[src/rtl/alu_seq_if.sv]
// -----------------------------------------------------------------------------
// alu_seq_if
// Bundles the switch bank, the two buttons and the result/flag outputs of the
// sequenced ALU execution stage.
//   master : drives i_sw, i_btn_load, i_btn_clear; observes the results
//   slave  : the alu_seq block itself
// Signals
//   i_sw        [SW_W-1:0]   switch bank (operands and opcode)
//   i_btn_load               load/advance button
//   i_btn_clear              abort/clear button
//   o_res       [DATA_W-1:0] signed registered result
//   o_carry                  carry (ADD) / borrow (SUB)
//   o_zero                   result == 0
//   o_ovf                    signed overflow (ADD/SUB)
//   o_valid                  result/flags hold a completed result
//   o_state     [2:0]        current sequencer state
// -----------------------------------------------------------------------------
interface alu_seq_if #(
  parameter int DATA_W = 8,
  parameter int OP_W   = 6,
  parameter int SW_W   = 8
);
  logic [SW_W-1:0]          i_sw;
  logic                     i_btn_load;
  logic                     i_btn_clear;
  logic signed [DATA_W-1:0] o_res;
  logic                     o_carry;
  logic                     o_zero;
  logic                     o_ovf;
  logic                     o_valid;
  logic [2:0]               o_state;

  modport master (
    output i_sw, i_btn_load, i_btn_clear,
    input  o_res, o_carry, o_zero, o_ovf, o_valid, o_state
  );

  modport slave (
    input  i_sw, i_btn_load, i_btn_clear,
    output o_res, o_carry, o_zero, o_ovf, o_valid, o_state
  );
endinterface

[src/rtl/alu_seq.sv]
// -----------------------------------------------------------------------------
// alu_seq
// Sequenced ALU execution stage. Operand A, operand B and the opcode are loaded
// one after another from a single switch bank with the load button; a dedicated
// EXEC cycle registers the result and flags, which are then held with a valid
// strobe until the next load. A clear button aborts and zeroes everything.
//
// Ports
//   i_clock    system clock, rising edge
//   i_reset_n  asynchronous active-low reset
//   bus        alu_seq_if.slave: i_sw, i_btn_load, i_btn_clear in;
//              o_res, o_carry, o_zero, o_ovf, o_valid, o_state out
//
// Build option
//   ALU_SEQ_BTN_EDGE_EN  defined: buttons are rising-edge detected (one event
//                        per press). Undefined: the button level is the event,
//                        so a held load advances one state per cycle.
// -----------------------------------------------------------------------------
module alu_seq #(
  parameter int DATA_W = 8,
  parameter int OP_W   = 6,
  parameter int SW_W   = 8
) (
  input  logic      i_clock,
  input  logic      i_reset_n,
  alu_seq_if.slave  bus
);

  typedef enum logic [2:0] {
    WAIT_A  = 3'd0,
    WAIT_B  = 3'd1,
    WAIT_OP = 3'd2,
    EXEC    = 3'd3,
    DONE    = 3'd4
  } state_t;

  localparam logic [OP_W-1:0] OP_ADD = OP_W'(6'b100000);
  localparam logic [OP_W-1:0] OP_SUB = OP_W'(6'b100010);
  localparam logic [OP_W-1:0] OP_AND = OP_W'(6'b100100);
  localparam logic [OP_W-1:0] OP_OR  = OP_W'(6'b100101);
  localparam logic [OP_W-1:0] OP_XOR = OP_W'(6'b100110);
  localparam logic [OP_W-1:0] OP_NOR = OP_W'(6'b100111);
  localparam logic [OP_W-1:0] OP_SRL = OP_W'(6'b000010);
  localparam logic [OP_W-1:0] OP_SRA = OP_W'(6'b000011);

  // Shift amounts at or above this limit flush the operand completely.
  localparam logic [DATA_W:0] SHIFT_LIM = (DATA_W+1)'(DATA_W);

  // Returns {result, carry, ovf}; zero is derived from the result by the caller.
  function automatic logic [DATA_W+1:0] alu_calc(
    input logic [OP_W-1:0]          op,
    input logic signed [DATA_W-1:0] a,
    input logic signed [DATA_W-1:0] b
  );
    logic [DATA_W:0]          wide;
    logic signed [DATA_W-1:0] res;
    logic                     carry;
    logic                     ovf;
    logic                     big_shift;
    wide      = '0;
    res       = '0;
    carry     = 1'b0;
    ovf       = 1'b0;
    big_shift = ({1'b0, b} >= SHIFT_LIM);
    case (op)
      OP_ADD: begin
        wide  = {1'b0, a} + {1'b0, b};
        res   = signed'(wide[DATA_W-1:0]);
        carry = wide[DATA_W];
        ovf   = (a[DATA_W-1] == b[DATA_W-1]) && (res[DATA_W-1] != a[DATA_W-1]);
      end
      OP_SUB: begin
        // The borrow out of the extended subtraction is exactly A < B unsigned.
        wide  = {1'b0, a} - {1'b0, b};
        res   = signed'(wide[DATA_W-1:0]);
        carry = wide[DATA_W];
        ovf   = (a[DATA_W-1] != b[DATA_W-1]) && (res[DATA_W-1] != a[DATA_W-1]);
      end
      OP_AND: res = a & b;
      OP_OR:  res = a | b;
      OP_XOR: res = a ^ b;
      OP_NOR: res = ~(a | b);
      OP_SRL: res = big_shift ? '0 : signed'($unsigned(a) >> $unsigned(b));
      OP_SRA: res = big_shift ? {DATA_W{a[DATA_W-1]}} : (a >>> $unsigned(b));
      default: res = '0;
    endcase
    return {res, carry, ovf};
  endfunction

  state_t                   state;
  logic signed [DATA_W-1:0] a_p0;
  logic signed [DATA_W-1:0] b_p0;
  logic [OP_W-1:0]          op_p0;
  logic signed [DATA_W-1:0] res_p1;
  logic                     carry_p1;
  logic                     zero_p1;
  logic                     ovf_p1;
  logic                     vld_p1;
  logic                     load_ev;
  logic                     clear_ev;
  logic [DATA_W+1:0]        alu_out;

`ifdef ALU_SEQ_BTN_EDGE_EN
  logic load_q;
  logic clear_q;

  always_ff @(posedge i_clock or negedge i_reset_n) begin
    if (!i_reset_n) begin
      load_q  <= 1'b0;
      clear_q <= 1'b0;
    end else begin
      load_q  <= bus.i_btn_load;
      clear_q <= bus.i_btn_clear;
    end
  end

  assign load_ev  = bus.i_btn_load  & ~load_q;
  assign clear_ev = bus.i_btn_clear & ~clear_q;
`else
  assign load_ev  = bus.i_btn_load;
  assign clear_ev = bus.i_btn_clear;
`endif

  // ---- operand stage (p0) -> execute stage (p1) ----
  always_comb begin
    alu_out = alu_calc(op_p0, a_p0, b_p0);
  end

  always_ff @(posedge i_clock or negedge i_reset_n) begin
    if (!i_reset_n) begin
      state    <= WAIT_A;
      a_p0     <= '0;
      b_p0     <= '0;
      op_p0    <= '0;
      res_p1   <= '0;
      carry_p1 <= 1'b0;
      zero_p1  <= 1'b0;
      ovf_p1   <= 1'b0;
      vld_p1   <= 1'b0;
    end else if (clear_ev) begin
      state    <= WAIT_A;
      a_p0     <= '0;
      b_p0     <= '0;
      op_p0    <= '0;
      res_p1   <= '0;
      carry_p1 <= 1'b0;
      zero_p1  <= 1'b0;
      ovf_p1   <= 1'b0;
      vld_p1   <= 1'b0;
    end else begin
      case (state)
        WAIT_A: if (load_ev) begin
          a_p0  <= signed'(bus.i_sw[DATA_W-1:0]);
          state <= WAIT_B;
        end
        WAIT_B: if (load_ev) begin
          b_p0  <= signed'(bus.i_sw[DATA_W-1:0]);
          state <= WAIT_OP;
        end
        WAIT_OP: if (load_ev) begin
          op_p0 <= bus.i_sw[OP_W-1:0];
          state <= EXEC;
        end
        EXEC: begin
          // Load presses landing here are deliberately dropped.
          res_p1   <= signed'(alu_out[DATA_W+1:2]);
          carry_p1 <= alu_out[1];
          ovf_p1   <= alu_out[0];
          zero_p1  <= (alu_out[DATA_W+1:2] == '0);
          vld_p1   <= 1'b1;
          state    <= DONE;
        end
        DONE: if (load_ev) begin
          // Result and flags stay on display; only the strobe drops.
          a_p0   <= signed'(bus.i_sw[DATA_W-1:0]);
          vld_p1 <= 1'b0;
          state  <= WAIT_B;
        end
        default: state <= WAIT_A;
      endcase
    end
  end

  assign bus.o_res   = res_p1;
  assign bus.o_carry = carry_p1;
  assign bus.o_zero  = zero_p1;
  assign bus.o_ovf   = ovf_p1;
  assign bus.o_valid = vld_p1;
  assign bus.o_state = state;

endmodule

[src/flat_wrapper.sv]
// flat-port wrapper written by rule: the top's interface ports become plain ports
module alu_seq_flat 
#(
  parameter int DATA_W = 8,
  parameter int OP_W   = 6,
  parameter int SW_W   = 8
)
  (i_clock, i_reset_n, bus_i_sw, bus_i_btn_load, bus_i_btn_clear, bus_o_res, bus_o_carry, bus_o_zero, bus_o_ovf, bus_o_valid, bus_o_state);
  alu_seq_if #(.DATA_W(DATA_W), .OP_W(OP_W), .SW_W(SW_W)) bus_i ();
  input  logic i_clock;
  input  logic i_reset_n;
  input wire logic [$bits(bus_i.i_sw)-1:0] bus_i_sw;
  input wire logic [$bits(bus_i.i_btn_load)-1:0] bus_i_btn_load;
  input wire logic [$bits(bus_i.i_btn_clear)-1:0] bus_i_btn_clear;
  output wire logic [$bits(bus_i.o_res)-1:0] bus_o_res;
  output wire logic [$bits(bus_i.o_carry)-1:0] bus_o_carry;
  output wire logic [$bits(bus_i.o_zero)-1:0] bus_o_zero;
  output wire logic [$bits(bus_i.o_ovf)-1:0] bus_o_ovf;
  output wire logic [$bits(bus_i.o_valid)-1:0] bus_o_valid;
  output wire logic [$bits(bus_i.o_state)-1:0] bus_o_state;
  assign bus_i.i_sw = bus_i_sw;
  assign bus_i.i_btn_load = bus_i_btn_load;
  assign bus_i.i_btn_clear = bus_i_btn_clear;
  assign bus_o_res = bus_i.o_res;
  assign bus_o_carry = bus_i.o_carry;
  assign bus_o_zero = bus_i.o_zero;
  assign bus_o_ovf = bus_i.o_ovf;
  assign bus_o_valid = bus_i.o_valid;
  assign bus_o_state = bus_i.o_state;
  alu_seq #(.DATA_W(DATA_W), .OP_W(OP_W), .SW_W(SW_W)) u_core (.i_clock(i_clock), .i_reset_n(i_reset_n), .bus(bus_i));
endmodule
[config.mk]
export PLATFORM = sky130hd
export DESIGN_NAME = alu_seq_flat
export DESIGN_NICKNAME = d
export VERILOG_FILES = /design/src/rtl/alu_seq_if.sv /design/src/rtl/alu_seq.sv /design/src/flat_wrapper.sv
export SDC_FILE = /design/constraint.sdc
export NUM_CORES = 1
export LEC_CHECK = 0
export ABC_AREA = 1
export BUFFER_PORTS_ARGS = -buffer_cell sky130_fd_sc_hd__buf_2
export CAP_MARGIN = 20
export CORE_MARGIN = 5
export CORE_UTILIZATION = 46
export DETAILED_ROUTE_END_ITERATION = 10
export MAX_ROUTING_LAYER = met4
export PLACE_DENSITY = 0.75
export SLEW_MARGIN = 30
export SYNTH_ARGS = -nofsm -noshare
export SYNTH_HDL_FRONTEND = slang
export SYNTH_SLANG_ARGS = --single-unit
[constraint.sdc]
create_clock -name i_clock -period 1.8 [get_ports i_clock]
set_input_delay 0 -clock i_clock [delete_from_list [all_inputs] [get_ports i_clock]]
set_output_delay 0 -clock i_clock [all_outputs]
set_load 0.01 [all_outputs]
# Word level (Yosys, flattened, before mapping)

Index checks and enable logic that the tools add are counted.

Reductions and logical operators: 16
$add $sub $neg: 2
$mul: 0
Div/mod/pow operators: 0
Shift-type cells: 2
Magnitude comparators: 1
Eq/ne operators: 20
Mux-type cells: 29
Bitwise logic cells: 4

Operators with widths:

| operator             | count |
|---|---|
| $mux W8              | 9 |
| $pmux W8 S8          | 1 |
| $eq A6 B6 Y1 const B | 6 |
| $mux W6              | 3 |
| $eq A6 B2 Y1 const B | 2 |
| $mux W3              | 4 |
| $pmux W3 S4          | 1 |
| $reduce_bool A2 Y1   | 5 |
| $add A8 B8 Y9        | 1 |
| $ne A3 B3 Y1 const B | 3 |
| $sub A8 B8 Y9        | 1 |
| $and A8 B8 Y8        | 1 |
| $ge A8 B4 Y1 const B | 1 |
| $logic_not A8 Y1     | 1 |
| $mux W1              | 8 |
| $not A8 Y8           | 1 |
| $or A8 B8 Y8         | 1 |
| $reduce_and A2 Y1    | 4 |
| $shr A8 B8 Y8        | 1 |
| $sshr A8 B8 Y8       | 1 |
| $xor A8 B8 Y8        | 1 |
| $eq A3 B2 Y1 const B | 2 |
| $pmux W1 S2          | 3 |
| $eq A3 B1 Y1 const B | 1 |
| 9 further kinds      | 12 |

Flip-flop bits (word level): 37
Memory bits (writable): 0
Memory bits (read-only): 0
Latch bits: 0
Memories kept: 0
Output and inout bits: 15
Logic and storage cells: 83

# Depth between registers and ports, before layout

Gate-level depths: netlist of run 1.

Depth in word-level cells: 6
Depth in mapped cells: 15
Mapped depth without buffers: 14

# Worst setup path after synthesis of run 1

OpenSTA, ideal clock, no wires.

Kind: register to register
From: reg u_core.b_p0[2]
To: reg u_core.zero_p1, in the netlist u_core.bus.o_zero
Slack: -144 ps
Setup time: 66 ps
Required time: 1,734 ps
Arrival: 1,878 ps
Period minus slack after synthesis: 1,944 ps
Cell stages (with the launch flop): 15
Cells stage by stage: dfrtp_1 -> inv_1 -> ha_1 -> buf_4 -> inv_2 -> nand2_1 -> nand3_1 -> nand3_1 -> nand2_1 -> nand2_1 -> nand3_1 -> nand4_1 -> nor3_1 -> nand2_1 -> nand2_1

Cells in the longest elaborated chain, start to end: 6

RTL lines:

| item                                       | RTL line       | source |
|---|---|---|
| start, declared                            | alu_seq.sv:92  | `logic signed [DATA_W-1:0] b_p0;` |
| start signal, assigned                     | alu_seq.sv:157 | `b_p0 <= signed'(bus.i_sw[DATA_W-1:0]);` |
| $ge A8 B4 Y1, or another cell as far along | alu_seq.sv:64  | `big_shift = ({1'b0, b} >= SHIFT_LIM);` |
| $mux W8, or another cell as far along      | alu_seq.sv:84  | `OP_SRA: res = big_shift ? {DATA_W{a[DATA_W-1]}} : (a >>> $unsigned(b));` |
| $pmux W8 S8 *                              | alu_seq.sv:65  | `case (op)` |
| $logic_not A8 Y1 *                         | alu_seq.sv:169 | `zero_p1 <= (alu_out[DATA_W+1:2] == '0);` |
| $mux W1 *                                  | alu_seq.sv:151 | `case (state)` |
| $mux W1 *                                  | alu_seq.sv:140 | `end else if (clear_ev) begin` |
| end signal, assigned                       | alu_seq.sv:169 |  |
| end, declared                              | alu_seq.sv:96  | `logic zero_p1;` |

Every way passes the cells marked *; elsewhere a longest branch is shown, timed or not. The select of a mux whose other input is x is not followed.
A chain may end at the register's enable or synchronous reset.

# Worst setup path after layout of run 1

From: reg u_core.a_p0[0]
To: reg u_core.zero_p1, in the netlist u_core.bus.o_zero

Cells in the longest elaborated chain, start to end: 6

RTL lines:

| item                                                  | RTL line       | source |
|---|---|---|
| start, declared                                       | alu_seq.sv:91  | `logic signed [DATA_W-1:0] a_p0;` |
| start signal, assigned                                | alu_seq.sv:153 | `a_p0 <= signed'(bus.i_sw[DATA_W-1:0]);` |
| start signal, assigned                                | alu_seq.sv:175 | `a_p0 <= signed'(bus.i_sw[DATA_W-1:0]);` |
| branches (longest 2 deep; another with $sub A8 B8 Y9) | -              |  |
| $pmux W8 S8 *                                         | alu_seq.sv:65  |  |
| $logic_not A8 Y1 *                                    | alu_seq.sv:169 |  |
| $mux W1 *                                             | alu_seq.sv:151 |  |
| $mux W1 *                                             | alu_seq.sv:140 |  |

Every way passes the cells marked *. The select of a mux whose other input is x is not followed.

==> results of run 1 <==
## worst min path at each step
stage / slack (ns) / to / cells after the start
finish: 0.02 / u_core.bus.o_state[1] / 2
global route: 0.06 / u_core.b_p0[6] / 5
CTS: 0.02 / u_core.bus.o_state[1] / 2
detailed placement: 0.15 / u_core.bus.o_state[0] / 1
global placement: 0.13 / u_core.bus.o_state[0] / 1
floorplan: -0.30 / u_core.a_p0[0] / 0
## synth_stat cells
cell type and number:
sky130_fd_sc_hd__nor2_4 2, sky130_fd_sc_hd__buf_1 1, sky130_fd_sc_hd__fa_1 2, sky130_fd_sc_hd__o21ai_0 32
sky130_fd_sc_hd__nand3_1 49, sky130_fd_sc_hd__inv_1 61, sky130_fd_sc_hd__nor3_2 1, sky130_fd_sc_hd__o22ai_1 2
sky130_fd_sc_hd__o21a_1 2, sky130_fd_sc_hd__o211ai_1 4, sky130_fd_sc_hd__nand3b_1 1, sky130_fd_sc_hd__inv_2 8
sky130_fd_sc_hd__xor2_1 3, sky130_fd_sc_hd__buf_4 2, sky130_fd_sc_hd__a21oi_1 24, sky130_fd_sc_hd__or2_2 1
sky130_fd_sc_hd__o31ai_1 2, sky130_fd_sc_hd__nor2_2 2, sky130_fd_sc_hd__nor2_1 38, sky130_fd_sc_hd__nand3_2 1
sky130_fd_sc_hd__clkbuf_1 5, sky130_fd_sc_hd__nand4_2 1, sky130_fd_sc_hd__nand2_1 130, sky130_fd_sc_hd__dfrtp_1 37
sky130_fd_sc_hd__nor3_1 4, sky130_fd_sc_hd__a21o_1 3, sky130_fd_sc_hd__nand2_4 1, sky130_fd_sc_hd__mux2_2 2
sky130_fd_sc_hd__o21bai_1 1, sky130_fd_sc_hd__clkinv_1 3, sky130_fd_sc_hd__nand2_2 3, sky130_fd_sc_hd__nand4_1 16
sky130_fd_sc_hd__buf_2 4, sky130_fd_sc_hd__ha_1 25, sky130_fd_sc_hd__o21ai_1 7, sky130_fd_sc_hd__a22o_1 4
## kinds of logic (layout without fill, tap and decap cells)
logic type	Yosys count	count (layout)	share of synthesized area, %
xor gates and xnor gates	3	3	0.817
DFF	37	37	28.8
muxes	2	2	0.700
buffers and inverters	84	176	10.2
adders and majority gates	27	27	11.0
and+or+nand+nor	250	250	34.4
AOI/OAI and AO/OA	81	81	14.1
## layer usage
| layer | share of wire [%] | routed length (um) |
|---|---|---|
| met5 | 0 | 0 |
| met2 | 48 | 5120 |
| met1 | 43 | 4630 |
| met3 | 5.8 | 622 |
| met4 | 2.6 | 278 |
## timing repair
action,4_1_cts,5_1_grt
gates resized for setup,58,43
pin swaps,32,30
hold buffers,2,0
gates cloned,0,1
setup buffers,4,4
endpoints found under the setup margin,10,11
endpoints found under the hold margin,39,0
## critical path, delay by kind of cell, from the launching register on
kind,cells,cell delay [ns]
buffers and inverters,1,0.13
adder cells (fa/ha/maj),2,0.58
flip-flops,1,0.41
AO/OA/AOI/OAI,1,0.20
AND/OR/NAND/NOR,8,0.72
## final cells by class
cell class                 instances  share of cell area [%]
clock buffer                       5                    1.54
clock inverter                     3                    1.54
inverter                          72                    6.32
multi-input combinational        363                    52.1
sequential                        37                    20.8
tap                               96                    2.69
timing repair buffer              96                    15.0
## metrics by stage
stage               worst slack (ns)  hold WS [ns]  std cells  setup TNS (ns)
finish                        -0.270        0.0242        672           -1.22
global placement              -0.319         0.127        656           -1.46
global route                  -0.379        0.0611        672           -2.23
floorplan                    -0.0458        -0.296        484         -0.0458
detailed placement            -0.331         0.152        656           -1.84
CTS                           -0.241        0.0172        669          -0.989
## report_power, final
part	internal [mW]	switching, mW
combinational	0.580	0.807
sequential	0.886	0.0522
clock	0.558	0.336
total	2.02	1.20
## registers in the layout (all words and copies together), names as in the netlist
| name | cells |
|---|---|
| u_core.op_p0 | 6 |
| u_core.bus.o_valid | 1 |
| u_core.a_p0 | 8 |
| u_core.bus.o_carry | 1 |
| u_core.bus.o_ovf | 1 |
| u_core.bus.o_zero | 1 |
| u_core.bus.o_res | 8 |
| u_core.b_p0 | 8 |
| u_core.bus.o_state | 3 |
==> flow_summary.html, run 1 <==
<table>
<tr><th>Metric</th><th>Value</th></tr>
<tr><th colspan="2">Setup path</th></tr>
<tr><td>Last element of the critical path</td><td>u_core.bus.o_zero</td></tr>
<tr><td>Largest stage delay on the critical path</td><td>0.43 ns</td></tr>
<tr><td>Arr. time, crit path</td><td>2.31 ns</td></tr>
<tr><td>Worst reg2reg setup slack</td><td>-0.27 ns</td></tr>
<tr><td>Worst Reg2Reg Path Length in Cells</td><td>12</td></tr>
<tr><td>Type of the setup path with the least slack</td><td>reg2reg</td></tr>
<tr><td>Data required time of the worst path</td><td>2.04 ns</td></tr>
<tr><td>Start of the worst register-to-register path</td><td>u_core.a_p0[0]</td></tr>
<tr><td>Worst setup startpoint</td><td>u_core.a_p0[0]</td></tr>
<tr><td>Endpoint type of the worst setup path</td><td>register</td></tr>
<tr><td>Worst path slowest cell</td><td>sky130_fd_sc_hd__fa_2</td></tr>
<tr><td>Cell chain of the critical path</td><td>buf_6 -&gt; ha_4 -&gt; fa_2 -&gt; nand2_2 -&gt; nand3_2 -&gt; nand3_2 -&gt; nand4_1 -&gt; a21oi_2 -&gt; nand3_1 -&gt; nor2_1 -&gt; nand2_1 -&gt; nand2_1</td></tr>
<tr><td>Startpoint type of the worst setup path</td><td>register</td></tr>
<tr><td>Maximum fanout along the worst path</td><td>4</td></tr>
<tr><td>End of the worst register-to-register path</td><td>u_core.bus.o_zero</td></tr>
<tr><th colspan="2">Synthesis</th></tr>
<tr><td>Post-synthesis cell type with the largest combined area</td><td>sky130_fd_sc_hd__dfrtp_1</td></tr>
<tr><td>Summed instance area of the synthesized netlist</td><td>3220 um2</td></tr>
<tr><td>FF+latch count, synth</td><td>37</td></tr>
<tr><td>Sequential cell area fraction in the yosys report</td><td>28.8%</td></tr>
<tr><td>YS warnings</td><td>0</td></tr>
<tr><td>Netlist cell types</td><td>36</td></tr>
<tr><td>Share of the synthesized area in the top cell type</td><td>28.8%</td></tr>
<tr><td>Synth area leaders</td><td>sky130_fd_sc_hd__dfrtp_1 (29%), sky130_fd_sc_hd__nand2_1 (15%), sky130_fd_sc_hd__ha_1 (9.7%), sky130_fd_sc_hd__nand3_1 (7.6%), sky130_fd_sc_hd__inv_1 (7.1%)</td></tr>
<tr><td>Synthesized instance count</td><td>484</td></tr>
<tr><td>Avg Cell Area, Syn</td><td>6.64 um2</td></tr>
<tr><td>Post-Syn Nets</td><td>523</td></tr>
<tr><th colspan="2">Clocking</th></tr>
<tr><td>Clock tree from TritonCTS</td><td>yes</td></tr>
<tr><td>Number of clock buffers inserted by TritonCTS</td><td>5</td></tr>
<tr><td>Maximum root-to-sink buffer count</td><td>2</td></tr>
<tr><td>Num Clock Sinks</td><td>37</td></tr>
<tr><td>Clock-pin transition on the worst setup and hold timing paths</td><td>0.09 ns</td></tr>
<tr><td>Root buffer cell</td><td>sky130_fd_sc_hd__clkbuf_8</td></tr>
<tr><td>Worst-skew pair later-pin latency</td><td>0.30 ns</td></tr>
<tr><td>H-tree levels</td><td>2</td></tr>
<tr><th colspan="2">Final layout</th></tr>
<tr><td>Layout cell share with drive strength beyond 1</td><td>35.8%</td></tr>
<tr><td>Number of inserted filler cells in the final layout</td><td>589</td></tr>
<tr><td>Post-route cell area</td><td>4470 um2</td></tr>
<tr><td>Most common cell after layout, fill and taps aside</td><td>sky130_fd_sc_hd__nand2_1</td></tr>
<tr><td>Number of nets at the end of the flow</td><td>614</td></tr>
<tr><td>Synth-to-Final Area Change</td><td>39.1%</td></tr>
<tr><td>Utilization after layout</td><td>65.8%</td></tr>
<tr><td>Register cell area after layout</td><td>928 um2</td></tr>
<tr><td>Combined area of the multi-input logic cells</td><td>2330 um2</td></tr>
<tr><td>Antenna diodes</td><td>0</td></tr>
<tr><td>Top library cells by usage in the layout, fill and taps aside</td><td>sky130_fd_sc_hd__nand2_1 (117), sky130_fd_sc_hd__buf_4 (63), sky130_fd_sc_hd__inv_1 (46), sky130_fd_sc_hd__dfrtp_1 (35), sky130_fd_sc_hd__nand3_1 (34)</td></tr>
<tr><th colspan="2">Detailed routing</th></tr>
<tr><td>Post-route antenna net violation count</td><td>0</td></tr>
<tr><td>Number of detailed-route iterations in the first pass</td><td>5</td></tr>
<tr><td>Avg Vias per Cell</td><td>5.41</td></tr>
<tr><td>Total via count after detailed routing</td><td>3,638</td></tr>
<tr><td>WL/cell</td><td>15.9 um</td></tr>
<tr><td>Initial DRC count</td><td>303</td></tr>
<tr><td>Total Wirelength</td><td>10.7 mm</td></tr>
<tr><td>Drt drc</td><td>0</td></tr>
<tr><th colspan="2">Placed design</th></tr>
<tr><td>Placed cell areas</td><td>3920 um2</td></tr>
<tr><td>Routability cong.</td><td>0.958</td></tr>
<tr><td>Detailed placement HPWL</td><td>8.35 mm</td></tr>
<tr><td>Number of buffers inserted by port buffering</td><td>26</td></tr>
<tr><th colspan="2">Global routing</th></tr>
<tr><td>Vias in the first global route</td><td>3,543</td></tr>
<tr><td>All-layer global routing usage</td><td>25.8%</td></tr>
<tr><td>Aggregate global routing overflow</td><td>0</td></tr>
<tr><td>First-pass GRT wire length</td><td>17.4 mm</td></tr>
<tr><td>Met3 track utilization from global routing</td><td>3.30%</td></tr>
<tr><td>Busiest metal layer after global routing</td><td>met2</td></tr>
<tr><td>Pin count of the biggest net entering global routing</td><td>38</td></tr>
<tr><td>Global routing usage on met2</td><td>41.8%</td></tr>
<tr><td>Number of antenna violations at the first check in global routing</td><td>0</td></tr>
<tr><td>Global routing met1 resource utilization</td><td>33.9%</td></tr>
<tr><th colspan="2">Min path</th></tr>
<tr><td>Launch point of the worst hold path</td><td>bus_i_btn_clear</td></tr>
<tr><td>Worst Hold Class</td><td>in2reg</td></tr>
<tr><th colspan="2">Floorplanning</th></tr>
<tr><td>Number of placement rows</td><td>30</td></tr>
<tr><td>Chip height</td><td>93.6 um</td></tr>
<tr><td>Starting density of the core</td><td>47.3%</td></tr>
<tr><td>Floorplan die area</td><td>8760 um2</td></tr>
<tr><td>Core ar.</td><td>6790 um2</td></tr>
<tr><td>Boundary pin count</td><td>27</td></tr>
<tr><td>Chip Width</td><td>93.6 um</td></tr>
<tr><th colspan="2">Flow run</th></tr>
<tr><td>Count of maximum capacitance violations</td><td>0</td></tr>
<tr><th colspan="2">Power and ir drop</th></tr>
<tr><td>Power per Cell Area</td><td>720 nW/um2</td></tr>
<tr><td>Overall Power</td><td>3.22 mW</td></tr>
<tr><td>Worst IR drop on VDD</td><td>0.000461 V</td></tr>
<tr><td>LEAKAGE</td><td>2.34 nW</td></tr>
<tr><th colspan="2">Timing</th></tr>
<tr><td>Final-report max-slew violation count</td><td>0</td></tr>
<tr><td>Total count of hold-check failures in the final report</td><td>0</td></tr>
<tr><td>Max frequency</td><td>0.483 GHz</td></tr>
<tr><td>Worst-case setup margin in the final layout</td><td>-0.270 ns</td></tr>
<tr><td>Final clock skew</td><td>0.0110 ns</td></tr>
<tr><td>Final cycle utilization of the critical path</td><td>115%</td></tr>
<tr><td>Setup violators final</td><td>10</td></tr>
<tr><td>Actual transition at the worst max-transition pin</td><td>0.833 ns</td></tr>
<tr><td>Max-slew headroom</td><td>44.5%</td></tr>
<tr><td>RSZ-0062 raised after global routing</td><td>yes</td></tr>
<tr><td>Post-layout minimum cycle time</td><td>2.07 ns</td></tr>
<tr><th colspan="2">Outcome</th></tr>
<tr><td>Result of the run</td><td>finished with violations</td></tr>
<tr><td>Violations in the final reports</td><td>setup timing</td></tr>
</table>
Note: power is estimated with default switching activity, not from simulation.
==> run 2: changes to the inputs <==
--- a/config.mk
+++ b/config.mk
@@ -7,13 +7,14 @@
 export LEC_CHECK = 0
 export ABC_AREA = 1
-export BUFFER_PORTS_ARGS = -buffer_cell sky130_fd_sc_hd__buf_2
 export CAP_MARGIN = 20
 export CORE_MARGIN = 5
 export CORE_UTILIZATION = 46
 export DETAILED_ROUTE_END_ITERATION = 10
+export DONT_BUFFER_PORTS = 1
 export MAX_ROUTING_LAYER = met4
-export PLACE_DENSITY = 0.75
+export PLACE_DENSITY = 0.72
 export SLEW_MARGIN = 30
 export SYNTH_ARGS = -nofsm -noshare
 export SYNTH_HDL_FRONTEND = slang
 export SYNTH_SLANG_ARGS = --single-unit
+export TNS_END_PERCENT = 10
==> constraint.sdc (replaced) <==
create_clock -name i_clock -period 1.8 [get_ports i_clock]
set_input_delay 0.36 -clock i_clock [delete_from_list [all_inputs] [get_ports i_clock]]
set_output_delay 0.36 -clock i_clock [all_outputs]
set_load 0.01 [all_outputs]
==> flow_summary.html, run 2 (synthesis results as in run 1) <==
<table>
<tr><th>Metric</th><th>Value</th></tr>
<tr><th colspan="2">Timing</th></tr>
<tr><td>RSZ-0062 raised after global routing</td><td>yes (unchanged)</td></tr>
<tr><td>Total Neg Setup Slack</td><td>-1.49 ns (was -1.22 ns)</td></tr>
<tr><td>Max-slew headroom</td><td>68.2% (was 44.5%)</td></tr>
<tr><td>Final-report max-slew violation count</td><td>0 (unchanged)</td></tr>
<tr><td>Worst-case setup margin in the final layout</td><td>-0.232 ns (was -0.270 ns)</td></tr>
<tr><td>Max frequency</td><td>0.492 GHz (was 0.483 GHz)</td></tr>
<tr><td>Actual transition at the worst max-transition pin</td><td>0.476 ns (was 0.833 ns)</td></tr>
<tr><td>Final clock skew</td><td>0.0102 ns (was 0.0110 ns)</td></tr>
<tr><td>Total count of hold-check failures in the final report</td><td>0 (unchanged)</td></tr>
<tr><td>Post-layout minimum cycle time</td><td>2.03 ns (was 2.07 ns)</td></tr>
<tr><td>Setup violators final</td><td>11 (was 10)</td></tr>
<tr><td>Final cycle utilization of the critical path</td><td>113% (was 115%)</td></tr>
<tr><th colspan="2">Power and ir drop</th></tr>
<tr><td>Switching power as a share of total power</td><td>40.4% (was 37.1%)</td></tr>
<tr><td>Power per Cell Area</td><td>685 nW/um2 (was 720 nW/um2)</td></tr>
<tr><td>Share of total power in combinational logic</td><td>44.1% (was 43.1%)</td></tr>
<tr><td>Clock network fraction of design power</td><td>22.6% (was 27.8%)</td></tr>
<tr><td>Sequential cell fraction of total power</td><td>33.3% (was 29.1%)</td></tr>
<tr><td>LEAKAGE</td><td>2.14 nW (was 2.34 nW)</td></tr>
<tr><td>Overall Power</td><td>2.80 mW (was 3.22 mW)</td></tr>
<tr><td>Internal power contribution</td><td>1.67 mW (was 2.02 mW)</td></tr>
<tr><td>Switching power of the nets</td><td>1.13 mW (was 1.20 mW)</td></tr>
<tr><td>Worst IR drop on VDD</td><td>0.000483 V (was 0.000461 V)</td></tr>
<tr><th colspan="2">Global routing</th></tr>
<tr><td>Pin count of the biggest net entering global routing</td><td>38 (unchanged)</td></tr>
<tr><td>Aggregate global routing overflow</td><td>0 (unchanged)</td></tr>
<tr><td>Vias in the first global route</td><td>3,377 (was 3,543)</td></tr>
<tr><td>All-layer global routing usage</td><td>25.9% (was 25.8%)</td></tr>
<tr><td>Number of antenna violations at the first check in global routing</td><td>0 (unchanged)</td></tr>
<tr><td>First-pass GRT wire length</td><td>17.0 mm (was 17.4 mm)</td></tr>
<tr><th colspan="2">Detailed routing</th></tr>
<tr><td>WL/cell</td><td>16.4 um (was 15.9 um)</td></tr>
<tr><td>Post-route antenna net violation count</td><td>0 (unchanged)</td></tr>
<tr><td>Initial DRC count</td><td>315 (was 303)</td></tr>
<tr><td>Routed met2 length</td><td>4.92 mm (was 5.12 mm)</td></tr>
<tr><td>Total via count after detailed routing</td><td>3,504 (was 3,638)</td></tr>
<tr><td>Drt drc</td><td>0 (unchanged)</td></tr>
<tr><td>Number of detailed-route iterations in the first pass</td><td>5 (unchanged)</td></tr>
<tr><td>Total Wirelength</td><td>10.6 mm (was 10.7 mm)</td></tr>
<tr><td>Total met3 wirelength after detailed routing</td><td>525 um (was 622 um)</td></tr>
<tr><td>Topmost layer with routed signal wires</td><td>met4 (unchanged)</td></tr>
<tr><td>Avg Vias per Cell</td><td>5.41 (about the same)</td></tr>
<tr><td>Met1 Wirelength</td><td>4.91 mm (was 4.63 mm)</td></tr>
<tr><th colspan="2">Outcome</th></tr>
<tr><td>Violations in the final reports</td><td>setup timing (unchanged)</td></tr>
<tr><td>Result of the run</td><td>finished with violations (unchanged)</td></tr>
<tr><th colspan="2">Clocking</th></tr>
<tr><td>Maximum root-to-sink buffer count</td><td>2 (unchanged)</td></tr>
<tr><td>Num Clock Sinks</td><td>37 (unchanged)</td></tr>
<tr><td>Number of clock buffers inserted by TritonCTS</td><td>5 (unchanged)</td></tr>
<tr><td>Clock tree from TritonCTS</td><td>yes (unchanged)</td></tr>
<tr><td>Root buffer cell</td><td>sky130_fd_sc_hd__clkbuf_8 (unchanged)</td></tr>
<tr><td>Worst-skew pair later-pin latency</td><td>0.31 ns (was 0.30 ns)</td></tr>
<tr><td>H-tree levels</td><td>2 (unchanged)</td></tr>
<tr><td>Clock-pin transition on the worst setup and hold timing paths</td><td>0.09 ns (about the same)</td></tr>
<tr><th colspan="2">Setup path</th></tr>
<tr><td>Most common cell type on the critical path</td><td>sky130_fd_sc_hd__nand2_1</td></tr>
<tr><td>Startpoint type of the worst setup path</td><td>register (unchanged)</td></tr>
<tr><td>Largest stage delay on the critical path</td><td>0.42 ns (was 0.43 ns)</td></tr>
<tr><td>Endpoint type of the worst setup path</td><td>register (unchanged)</td></tr>
<tr><td>Maximum fanout along the worst path</td><td>2 (was 4)</td></tr>
<tr><td>Arr. time, crit path</td><td>2.27 ns (was 2.31 ns)</td></tr>
<tr><td>Worst path slowest cell</td><td>sky130_fd_sc_hd__dfrtp_1 (was sky130_fd_sc_hd__fa_2)</td></tr>
<tr><td>Kind of cell adding the most delay to the critical path</td><td>simple AND/OR/NAND/NOR gates (unchanged)</td></tr>
<tr><td>Type of the setup path with the least slack</td><td>reg2reg (unchanged)</td></tr>
<tr><td>Data required time of the worst path</td><td>2.04 ns (about the same)</td></tr>
<tr><td>Count of buffering cells on the critical path with inverters included</td><td>2 (was 1)</td></tr>
<tr><td>Cell chain of the critical path</td><td>inv_2 -&gt; ha_4 -&gt; inv_4 -&gt; fa_2 -&gt; nand2_1 -&gt; nand2_1 -&gt; nor2_1 -&gt; nand3b_1 -&gt; a21oi_2 -&gt; nand4_1 -&gt; nor2_1 -&gt; nand2_1 -&gt; nand2_1 (was buf_6 -&gt; ha_4 -&gt; fa_2 -&gt; nand2_2 -&gt; nand3_2 -&gt; nand3_2 -&gt; nand4_1 -&gt; a21oi_2 -&gt; nand3_1 -&gt; nor2_1 -&gt; nand2_1 -&gt; nand2_1)</td></tr>
<tr><th colspan="2">Final layout</th></tr>
<tr><td>Antenna diodes</td><td>0 (unchanged)</td></tr>
<tr><td>Synth-to-Final Area Change</td><td>27.4% (was 39.1%)</td></tr>
<tr><td>Number of nets at the end of the flow</td><td>590 (was 614)</td></tr>
<tr><td>Most common cell after layout, fill and taps aside</td><td>sky130_fd_sc_hd__nand2_1 (unchanged)</td></tr>
<tr><td>Utilization after layout</td><td>60.3% (was 65.8%)</td></tr>
<tr><td>Top library cells by usage in the layout, fill and taps aside</td><td>sky130_fd_sc_hd__nand2_1 (127), sky130_fd_sc_hd__buf_4 (70), sky130_fd_sc_hd__inv_1 (54), sky130_fd_sc_hd__nand3_1 (44), sky130_fd_sc_hd__dfrtp_1 (36) (was sky130_fd_sc_hd__nand2_1 (117), sky130_fd_sc_hd__buf_4 (63), sky130_fd_sc_hd__inv_1 (46), sky130_fd_sc_hd__dfrtp_1 (35), sky130_fd_sc_hd__nand3_1 (34))</td></tr>
<tr><td>Layout cell share with drive strength beyond 1</td><td>25.0% (was 35.8%)</td></tr>
<tr><th colspan="2">Floorplanning</th></tr>
<tr><td>Chip Width</td><td>93.6 um (unchanged)</td></tr>
<tr><td>Core ar.</td><td>6790 um2 (unchanged)</td></tr>
<tr><td>Boundary pin count</td><td>27 (unchanged)</td></tr>
<tr><td>Floorplan die area</td><td>8760 um2 (unchanged)</td></tr>
<tr><td>Starting density of the core</td><td>47.3% (unchanged)</td></tr>
<tr><td>Chip height</td><td>93.6 um (unchanged)</td></tr>
<tr><td>Number of placement rows</td><td>30 (unchanged)</td></tr>
<tr><th colspan="2">Placed design</th></tr>
<tr><td>Detailed placement HPWL</td><td>8.41 mm (was 8.35 mm)</td></tr>
<tr><td>Routability cong.</td><td>0.964 (was 0.958)</td></tr>
<tr><td>Number of buffers inserted by port buffering</td><td>0 (was 26)</td></tr>
<tr><td>Pre-CTS setup slack</td><td>-0.329 ns (was -0.331 ns)</td></tr>
<tr><th colspan="2">Min path</th></tr>
<tr><td>Worst Hold Class</td><td>in2reg (unchanged)</td></tr>
<tr><th colspan="2">Flow run</th></tr>
<tr><td>Count of maximum capacitance violations</td><td>0 (unchanged)</td></tr>
</table>
-- run 2: layer usage --
| metal | vias up | track usage (%) |
|---|---|---|
| li1 | 1708 | - |
| met1 | 1660 | 35.1 |
| met2 | 114 | 40.3 |
| met3 | 22 | 3.54 |
| met4 | 0 | 8.30 |
| met5 | - | - |
-- run 2: worst reg2reg max path, stage by stage (launching register included) --
cell	delay, ns
sky130_fd_sc_hd__dfrtp_1	0.42
sky130_fd_sc_hd__inv_2	0.07
sky130_fd_sc_hd__ha_4	0.16
sky130_fd_sc_hd__inv_4	0.05
sky130_fd_sc_hd__fa_2	0.41
sky130_fd_sc_hd__nand2_1	0.07
sky130_fd_sc_hd__nand2_1	0.05
sky130_fd_sc_hd__nor2_1	0.09
sky130_fd_sc_hd__nand3b_1	0.11
sky130_fd_sc_hd__a21oi_2	0.19
sky130_fd_sc_hd__nand4_1	0.12
sky130_fd_sc_hd__nor2_1	0.12
sky130_fd_sc_hd__nand2_1	0.07
sky130_fd_sc_hd__nand2_1	0.05
-- run 2: path summary, 6_finish.rpt --
path	from	endpoint	slack (ns)	cells past startpoint
hold reg to reg	u_core.op_p0[2]	u_core.op_p0[2]	0.55	1
hold / removal	bus_i_btn_clear	u_core.bus.o_state[1]	0.11	1
min in group asynchronous	i_reset_n	u_core.bus.o_res[6]	0.50	2
setup reg to reg	u_core.a_p0[0]	u_core.bus.o_zero	-0.23	13
setup / recovery	u_core.a_p0[0]	u_core.bus.o_zero	-0.23	13
max in group asynchronous	i_reset_n	u_core.b_p0[0]	1.07	2
-- run 2: layout make-up --
| cell class | instances | area [um2] |
|---|---|---|
| fillers | 631 | 2700 |
| multi-input cells | 363 | 2130 |
| flip-flops and latches | 37 | 927 |
| repair buffers | 72 | 556 |
| inverters | 72 | 275 |
| well taps | 96 | 120 |
| clock buffers | 5 | 68.8 |
| clock inverters | 3 | 21.3 |
-- run 2: metrics by stage --
step | cell area [um2] | std cells | hold slack [ns]
final | 4100 | 648 | 0.110
after global routing | 4100 | 648 | 0.112
after CTS | 4040 | 648 | 0.106
after detailed placement | 3820 | 634 | 0.0653
after global placement | 3820 | 634 | 0.0653
after floorplan | 3270 | 484 | 0.0644
-- run 2: what timing repair did --
item | in CTS | in global routing
pin swaps | 12 | 7
hold endpoints to repair | 37 | 0
hold buffers | 2 | 0
gates resized for setup | 18 | 19
setup buffers | 4 | 0
cloned | 0 | 0
setup endpoints to repair | 11 | 11
-- run 2: power groups by stage --
stage | logic (mW) | clock network [mW] | registers [mW]
6_report | 1.24 | 0.634 | 0.935
3_5_place_dp | 1.10 | 0 | 0.949
5_1_grt | 1.36 | 0.659 | 0.941
4_1_cts | 1.18 | 0.635 | 0.933
3_3_place_gp | 1.09 | 0 | 0.944
2_1_floorplan | 0.659 | 0 | 0.955
